--- src/rtl/vga_pkg.sv ---
// Shared 800x600@72 Hz timing constants, interior bounds and the bounce-step helper
// used by the display generator and vga_box_mover.
package vga_pkg;

  localparam int unsigned H_TOTAL  = 1040;
  localparam int unsigned V_TOTAL  = 666;
  localparam int unsigned H_ACTIVE = 800;
  localparam int unsigned V_ACTIVE = 600;
  localparam int unsigned H_START  = 187;
  localparam int unsigned V_START  = 31;

  localparam int unsigned INT_LEFT   = 221;
  localparam int unsigned INT_RIGHT  = 579;
  localparam int unsigned INT_TOP    = 161;
  localparam int unsigned INT_BOTTOM = 439;

  localparam int unsigned AXW = 11;

  typedef struct packed {
    logic [AXW-1:0] pos;
    logic           dir;
    logic           bounced;
  } axis_t;

  // One step on one axis; hi is the largest legal origin, lo the smallest.
  function automatic axis_t axis_step(input logic [AXW-1:0] pos, input logic dir,
                                      input logic [AXW-1:0] lo, input logic [AXW-1:0] hi,
                                      input logic [AXW-1:0] step);
    axis_t          r;
    logic [AXW-1:0] nx;
    r.pos     = pos;
    r.dir     = dir;
    r.bounced = 1'b0;
    nx        = pos + step;
    if (dir) begin
      if (nx >= hi) begin
        r.pos     = hi;
        r.dir     = 1'b0;
        r.bounced = 1'b1;
      end else begin
        r.pos = nx;
      end
    end else if (pos <= lo + step) begin
      r.pos     = lo;
      r.dir     = 1'b1;
      r.bounced = 1'b1;
    end else begin
      r.pos = pos - step;
    end
    return r;
  endfunction

endpackage

--- src/rtl/key_debounce.sv ---
// Push-button debouncer: emits a one-cycle press pulse once the synchronized key
// has been low and stable for DEB_CYCLES clocks after being released.
module key_debounce #(
  parameter int unsigned DEB_CYCLES = 1_000_000
) (
  input  logic clk,
  input  logic rst_n,
  input  logic key_in,
  output logic press
);

  localparam int unsigned CW = $clog2(DEB_CYCLES) + 1;

  logic          last_q, last_d;
  logic          state_q, state_d;
  logic          press_q, press_d;
  logic [CW-1:0] cnt_q, cnt_d;

  // Counter restarts on every input change and saturates once stable.
  always_comb begin
    last_d  = key_in;
    state_d = state_q;
    press_d = 1'b0;
    cnt_d   = cnt_q;
    if (key_in != last_q) begin
      cnt_d = '0;
    end else if (cnt_q != CW'(DEB_CYCLES - 1)) begin
      cnt_d = CW'(cnt_q + CW'(1));
    end else if (key_in != state_q) begin
      state_d = key_in;
      press_d = state_q & ~key_in;
    end
  end

  always_ff @(posedge clk or negedge rst_n) begin
    if (!rst_n) begin
      last_q  <= 1'b1;
      state_q <= 1'b1;
      press_q <= 1'b0;
      cnt_q   <= '0;
    end else begin
      last_q  <= last_d;
      state_q <= state_d;
      press_q <= press_d;
      cnt_q   <= cnt_d;
    end
  end

  assign press = press_q;

endmodule

--- src/rtl/vga_box_mover.sv ---
// Bounces a BOX_W square inside the green frame interior, stepping on vsync rising edges.
// Optional pause push-button (key_n with debounce) when BOX_KEY_EN is defined.
module vga_box_mover
  import vga_pkg::*;
#(
  parameter int unsigned LEFT       = INT_LEFT,
  parameter int unsigned RIGHT      = INT_RIGHT,
  parameter int unsigned TOP        = INT_TOP,
  parameter int unsigned BOTTOM     = INT_BOTTOM,
  parameter int unsigned BOX_W      = 31,
  parameter int unsigned STEP       = 2,
  parameter int unsigned FRAME_DIV  = 1,
  parameter int unsigned X0         = 385,
  parameter int unsigned Y0         = 285,
  parameter int unsigned DEB_CYCLES = 1_000_000
) (
  input  logic       clk,
  input  logic       rst_n,
  input  logic       vsync,
  input  logic       en,
`ifdef BOX_KEY_EN
  input  logic       key_n,
`endif
  output logic [9:0] box_x,
  output logic [9:0] box_y,
  output logic       frame_tick,
  output logic       hit
);

  localparam int unsigned XMAX = RIGHT - BOX_W + 1;
  localparam int unsigned YMAX = BOTTOM - BOX_W + 1;
  localparam int unsigned DW   = 8;

  logic          vsync_d_q, vsync_d_d;
  logic [9:0]    box_x_q, box_x_d;
  logic [9:0]    box_y_q, box_y_d;
  logic          dir_x_q, dir_x_d;
  logic          dir_y_q, dir_y_d;
  logic [DW-1:0] div_cnt_q, div_cnt_d;
  logic          frame_tick_q, frame_tick_d;
  logic          hit_q, hit_d;
  logic          paused;
  logic          vsync_rise_c;
  axis_t         ax_c, ay_c;

`ifdef BOX_KEY_EN
  logic key_s1_q, key_s1_d;
  logic key_s2_q, key_s2_d;
  logic paused_q, paused_d;
  logic press;

  key_debounce #(.DEB_CYCLES(DEB_CYCLES)) u_deb (
    .clk    (clk),
    .rst_n  (rst_n),
    .key_in (key_s2_q),
    .press  (press)
  );

  // Two-flop synchronizer on the asynchronous button, then toggle on each press.
  always_comb begin
    key_s1_d = key_n;
    key_s2_d = key_s1_q;
    paused_d = paused_q ^ press;
  end

  always_ff @(posedge clk or negedge rst_n) begin
    if (!rst_n) begin
      key_s1_q <= 1'b1;
      key_s2_q <= 1'b1;
      paused_q <= 1'b0;
    end else begin
      key_s1_q <= key_s1_d;
      key_s2_q <= key_s2_d;
      paused_q <= paused_d;
    end
  end

  assign paused = paused_q;
`else
  assign paused = 1'b0;
`endif

  // vsync is already in this clock domain, so a single delay flop suffices.
  always_comb begin
    vsync_rise_c = vsync & ~vsync_d_q;
    ax_c = axis_step({1'b0, box_x_q}, dir_x_q, AXW'(LEFT), AXW'(XMAX), AXW'(STEP));
    ay_c = axis_step({1'b0, box_y_q}, dir_y_q, AXW'(TOP),  AXW'(YMAX), AXW'(STEP));

    vsync_d_d    = vsync;
    box_x_d      = box_x_q;
    box_y_d      = box_y_q;
    dir_x_d      = dir_x_q;
    dir_y_d      = dir_y_q;
    div_cnt_d    = div_cnt_q;
    frame_tick_d = vsync_rise_c;
    hit_d        = 1'b0;

    if (vsync_rise_c && en && !paused) begin
      if (div_cnt_q == DW'(FRAME_DIV - 1)) begin
        div_cnt_d = '0;
        box_x_d   = ax_c.pos[9:0];
        box_y_d   = ay_c.pos[9:0];
        dir_x_d   = ax_c.dir;
        dir_y_d   = ay_c.dir;
        hit_d     = ax_c.bounced | ay_c.bounced;
      end else begin
        div_cnt_d = DW'(div_cnt_q + DW'(1));
      end
    end
  end

  always_ff @(posedge clk or negedge rst_n) begin
    if (!rst_n) begin
      vsync_d_q    <= 1'b1;
      box_x_q      <= 10'(X0);
      box_y_q      <= 10'(Y0);
      dir_x_q      <= 1'b1;
      dir_y_q      <= 1'b1;
      div_cnt_q    <= '0;
      frame_tick_q <= 1'b0;
      hit_q        <= 1'b0;
    end else begin
      vsync_d_q    <= vsync_d_d;
      box_x_q      <= box_x_d;
      box_y_q      <= box_y_d;
      dir_x_q      <= dir_x_d;
      dir_y_q      <= dir_y_d;
      div_cnt_q    <= div_cnt_d;
      frame_tick_q <= frame_tick_d;
      hit_q        <= hit_d;
    end
  end

  assign box_x      = box_x_q;
  assign box_y      = box_y_q;
  assign frame_tick = frame_tick_q;
  assign hit        = hit_q;

endmodule

--- config.mk ---
export PLATFORM = sky130hd
export DESIGN_NAME = vga_box_mover
export DESIGN_NICKNAME = d
export VERILOG_FILES = /design/src/rtl/vga_pkg.sv /design/src/rtl/key_debounce.sv /design/src/rtl/vga_box_mover.sv
export SDC_FILE = /design/constraint.sdc
export NUM_CORES = 1
export LEC_CHECK = 0
export CORE_MARGIN = 2
export CORE_UTILIZATION = 45
export CTS_BUF_LIST = sky130_fd_sc_hd__clkbuf_4 sky130_fd_sc_hd__clkbuf_8
export DETAILED_ROUTE_END_ITERATION = 10
export MAX_ROUTING_LAYER = met4
export PLACE_DENSITY_LB_ADDON = 0.15
export RECOVER_POWER = 25
export SYNTH_ARGS = -nofsm -noshare
export SYNTH_HDL_FRONTEND = slang
export SYNTH_SLANG_ARGS = --single-unit
--- constraint.sdc ---
create_clock -name clk -period 2.8 [get_ports clk]
set_input_delay 0.84 -clock clk [delete_from_list [all_inputs] [get_ports clk]]
set_output_delay 0.84 -clock clk [all_outputs]
set_load 0.05 [all_outputs]
==> reports/metrics.yaml <==
outcome: "completed"
power_density_mw_per_mm2: 1000
via_per_inst: 5.78
drv_cap: 0
clockBufferDepth: 2
worstSkewPairLatency_ns: 0.29
gp_congestion: 0.796
dr_total_vias: 2174
cp.required_ns: 1.96
fin_setup_tns_ns: 0
fin_area_mm2: 0.00287
dr.pass1.iters: 4
cts_tree: "built"
setup_viol: 0
row_count: 26
ys.flop_type: "dfrtp_1"
drc: 0
synth_nets: 297
ir_worst_vdd_mv: 0.395
finalHoldViolCount: 0
rsz0062_at_grt: "false"
avgRoutedWirePerCell_um: 15.1
final_common_cell: "a21oi_1"
synth_edf_count: 0
grt_max_degree: 34
path_max_fanout: 11
port_buffers: 25
cp_num_buf_inv: 1
dieArea_mm2: 0.00607
fin_crit_ns: 2.62
nets: 318
ys_seq_area_share_pct: 34.2
crit_path_start_kind: "flip-flop"
root_buffer: "clkbuf_8"
p_leak_nw: 1.14
totalWireLength_um: 5680
post_cts_resized: 0
syn_to_final_growth_pct: 16.6
synth_area_leaders: "dfrtp_1, dfstp_2, a21oi_1"
synth_cell_types: 69
synth_area_per_cell_um2: 8.65
drive_gt1_share_pct: 14.1
cts_sinks: 33
post-cts-setup-buffers: 0
htree_levels: 2
hold_class: "flip-flop to flip-flop"
period_share_pct: 93.6
track_usage_pct: 20.7
synth_warnings: 0
worstPathArrival_ns: 1.78
mostFrequentLayoutCells: "a21oi_1, clkdlybuf4s50_1, o21ai_0, dfrtp_1, nand3_1"
syn_inst: 284
fin_util_pct: 55.4
async_flop_share_pct: 100
grt_pass1_vias: 2008
slew_headroom_pct: 44.0
die_w_um: 77.9
grt_overflow_total: 0
ios: 26
worstSetupPathType: "flip-flop to primary output"
cp_slowest_cell: "clkdlybuf4s50_1"
cts-buffers-inserted: 5
cpLargestDelayFamily: "buffers and inverters"
seqCellArea_um2: 840
synth_top_area_share_pct: 22.4
drv_slew: 0
placed_cell_area_mm2: 0.00275
antennaDiodeCount: 0
n_fill_cell: 487
grt_pass1_wl_um: 9870
crit_path_end_kind: "primary output"
antenna_left: 0
finalPower_w: 0.00287
fin_skew_ns: 0.00571
clkTransAtPathRegs_ns: 0.08
fp.dieH_um: 77.9
synth.ff_latch_count: 33
syn_area_mm2: 0.00246
fp.coreArea_mm2: 0.00517
cpPeakStageDelay_ns: 0.84
max_freq_mhz: 382
drtIter0Drc: 159
ctsHoldBuffers: 0
multiInputGateArea_mm2: 0.00145
yosys.area.top_type: "dfrtp_1"
crit_chain: "clkdlybuf4s50_1"
hpwl_um: 3930
initial_core_util_pct: 47.5
antenna_found_initial: 0
tightest_slew_ns: 0.840
## synth_stat cells (3+ instances only)
| cell | n |
|---|---|
| nand2_1 | 17 |
| nor2_1 | 17 |
| dfstp_2 | 11 |
| clkbuf_1 | 7 |
| o21ai_1 | 3 |
| inv_1 | 13 |
| nand4_1 | 4 |
| nand2b_1 | 3 |
| buf_2 | 8 |
| dfrtp_1 | 22 |
| and3_1 | 5 |
| nor3_1 | 7 |
| a2bb2oi_1 | 3 |
| nand3_1 | 19 |
| ha_1 | 9 |
| a21oi_1 | 24 |
| o21ai_0 | 22 |
| a211oi_1 | 3 |
| xnor2_1 | 12 |
| a31oi_1 | 4 |
| xor2_1 | 6 |
| a21o_1 | 4 |
| or3_1 | 4 |
## cells by family after synthesis
logic type | share of synthesized area, %
adder cells (fa/ha/maj) | 5.04
flip-flops | 34.2
XOR/XNOR | 6.42
multiplexers | 0.866
AND/OR/NAND/NOR | 21.2
AO/OA/AOI/OAI | 25.3
buffers and inverters | 6.98
## sequential cells by signal, indices dropped and copies added (netlist names)
name / flops
box_x: 10
vsync_d_q: 1
frame_tick: 1
dir_x_q: 1
hit: 1
div_cnt_q: 8
dir_y_q: 1
box_y: 10
## area by class of cell
type | count | area share (%)
Clock buffer | 6 | 2.88
Clock inverter | 2 | 1.31
Inverter | 13 | 1.70
Multi-Input combinational cell | 217 | 50.5
Sequential cell | 33 | 29.3
Tap cell | 70 | 3.06
Timing Repair Buffer | 35 | 11.3
## power breakdown
part | internal, W | leakage [nW] | switching (W)
clock | 0.000290 | 0.0574 | 0.000191
combinational | 0.000588 | 0.690 | 0.000887
sequential | 0.000640 | 0.392 | 0.000272
## routing by layer
layer / wire length (µm) / vias to the layer above / track usage, % / part of all wire [%]
met5: 0 / - / - / 0
met4: 44 / 0 / 6.32 / 0.78
met3: 214 / 2 / 3.49 / 3.8
met2: 2570 / 41 / 29.8 / 45
met1: 2850 / 1059 / 29.7 / 50
li1: - / 1072 / - / -
## path summary, 6_finish.rpt
kind / from / to / slack [ns] / depth (start not counted)
max: box_y[3]$_DFFE_PN1P_ / box_y[3] / 0.18 / 1
max in group asynchronous: rst_n / box_x[4]$_DFFE_PN0P_ / 1.10 / 2
max reg2reg: box_y[2]$_DFFE_PN1P_ / box_y[1]$_DFFE_PN0P_ / 0.31 / 7
min in group asynchronous: rst_n / box_x[9]$_DFFE_PN0P_ / 1.18 / 2
min: div_cnt_q[5]$_DFFE_PN0P_ / div_cnt_q[5]$_DFFE_PN0P_ / 0.50 / 1
min reg2reg: div_cnt_q[5]$_DFFE_PN0P_ / div_cnt_q[5]$_DFFE_PN0P_ / 0.50 / 1
## metrics by stage
step                cells  hold slack, ns  setup WS (ns)
global route          376           0.519         0.0677
CTS                   376           0.503          0.176
global placement      368           0.491          0.136
detailed placement    368           0.493         0.0880
finish                376           0.503          0.179
floorplan             284           0.460          0.385
No activity file was read; power rests on OpenSTA's default activity.
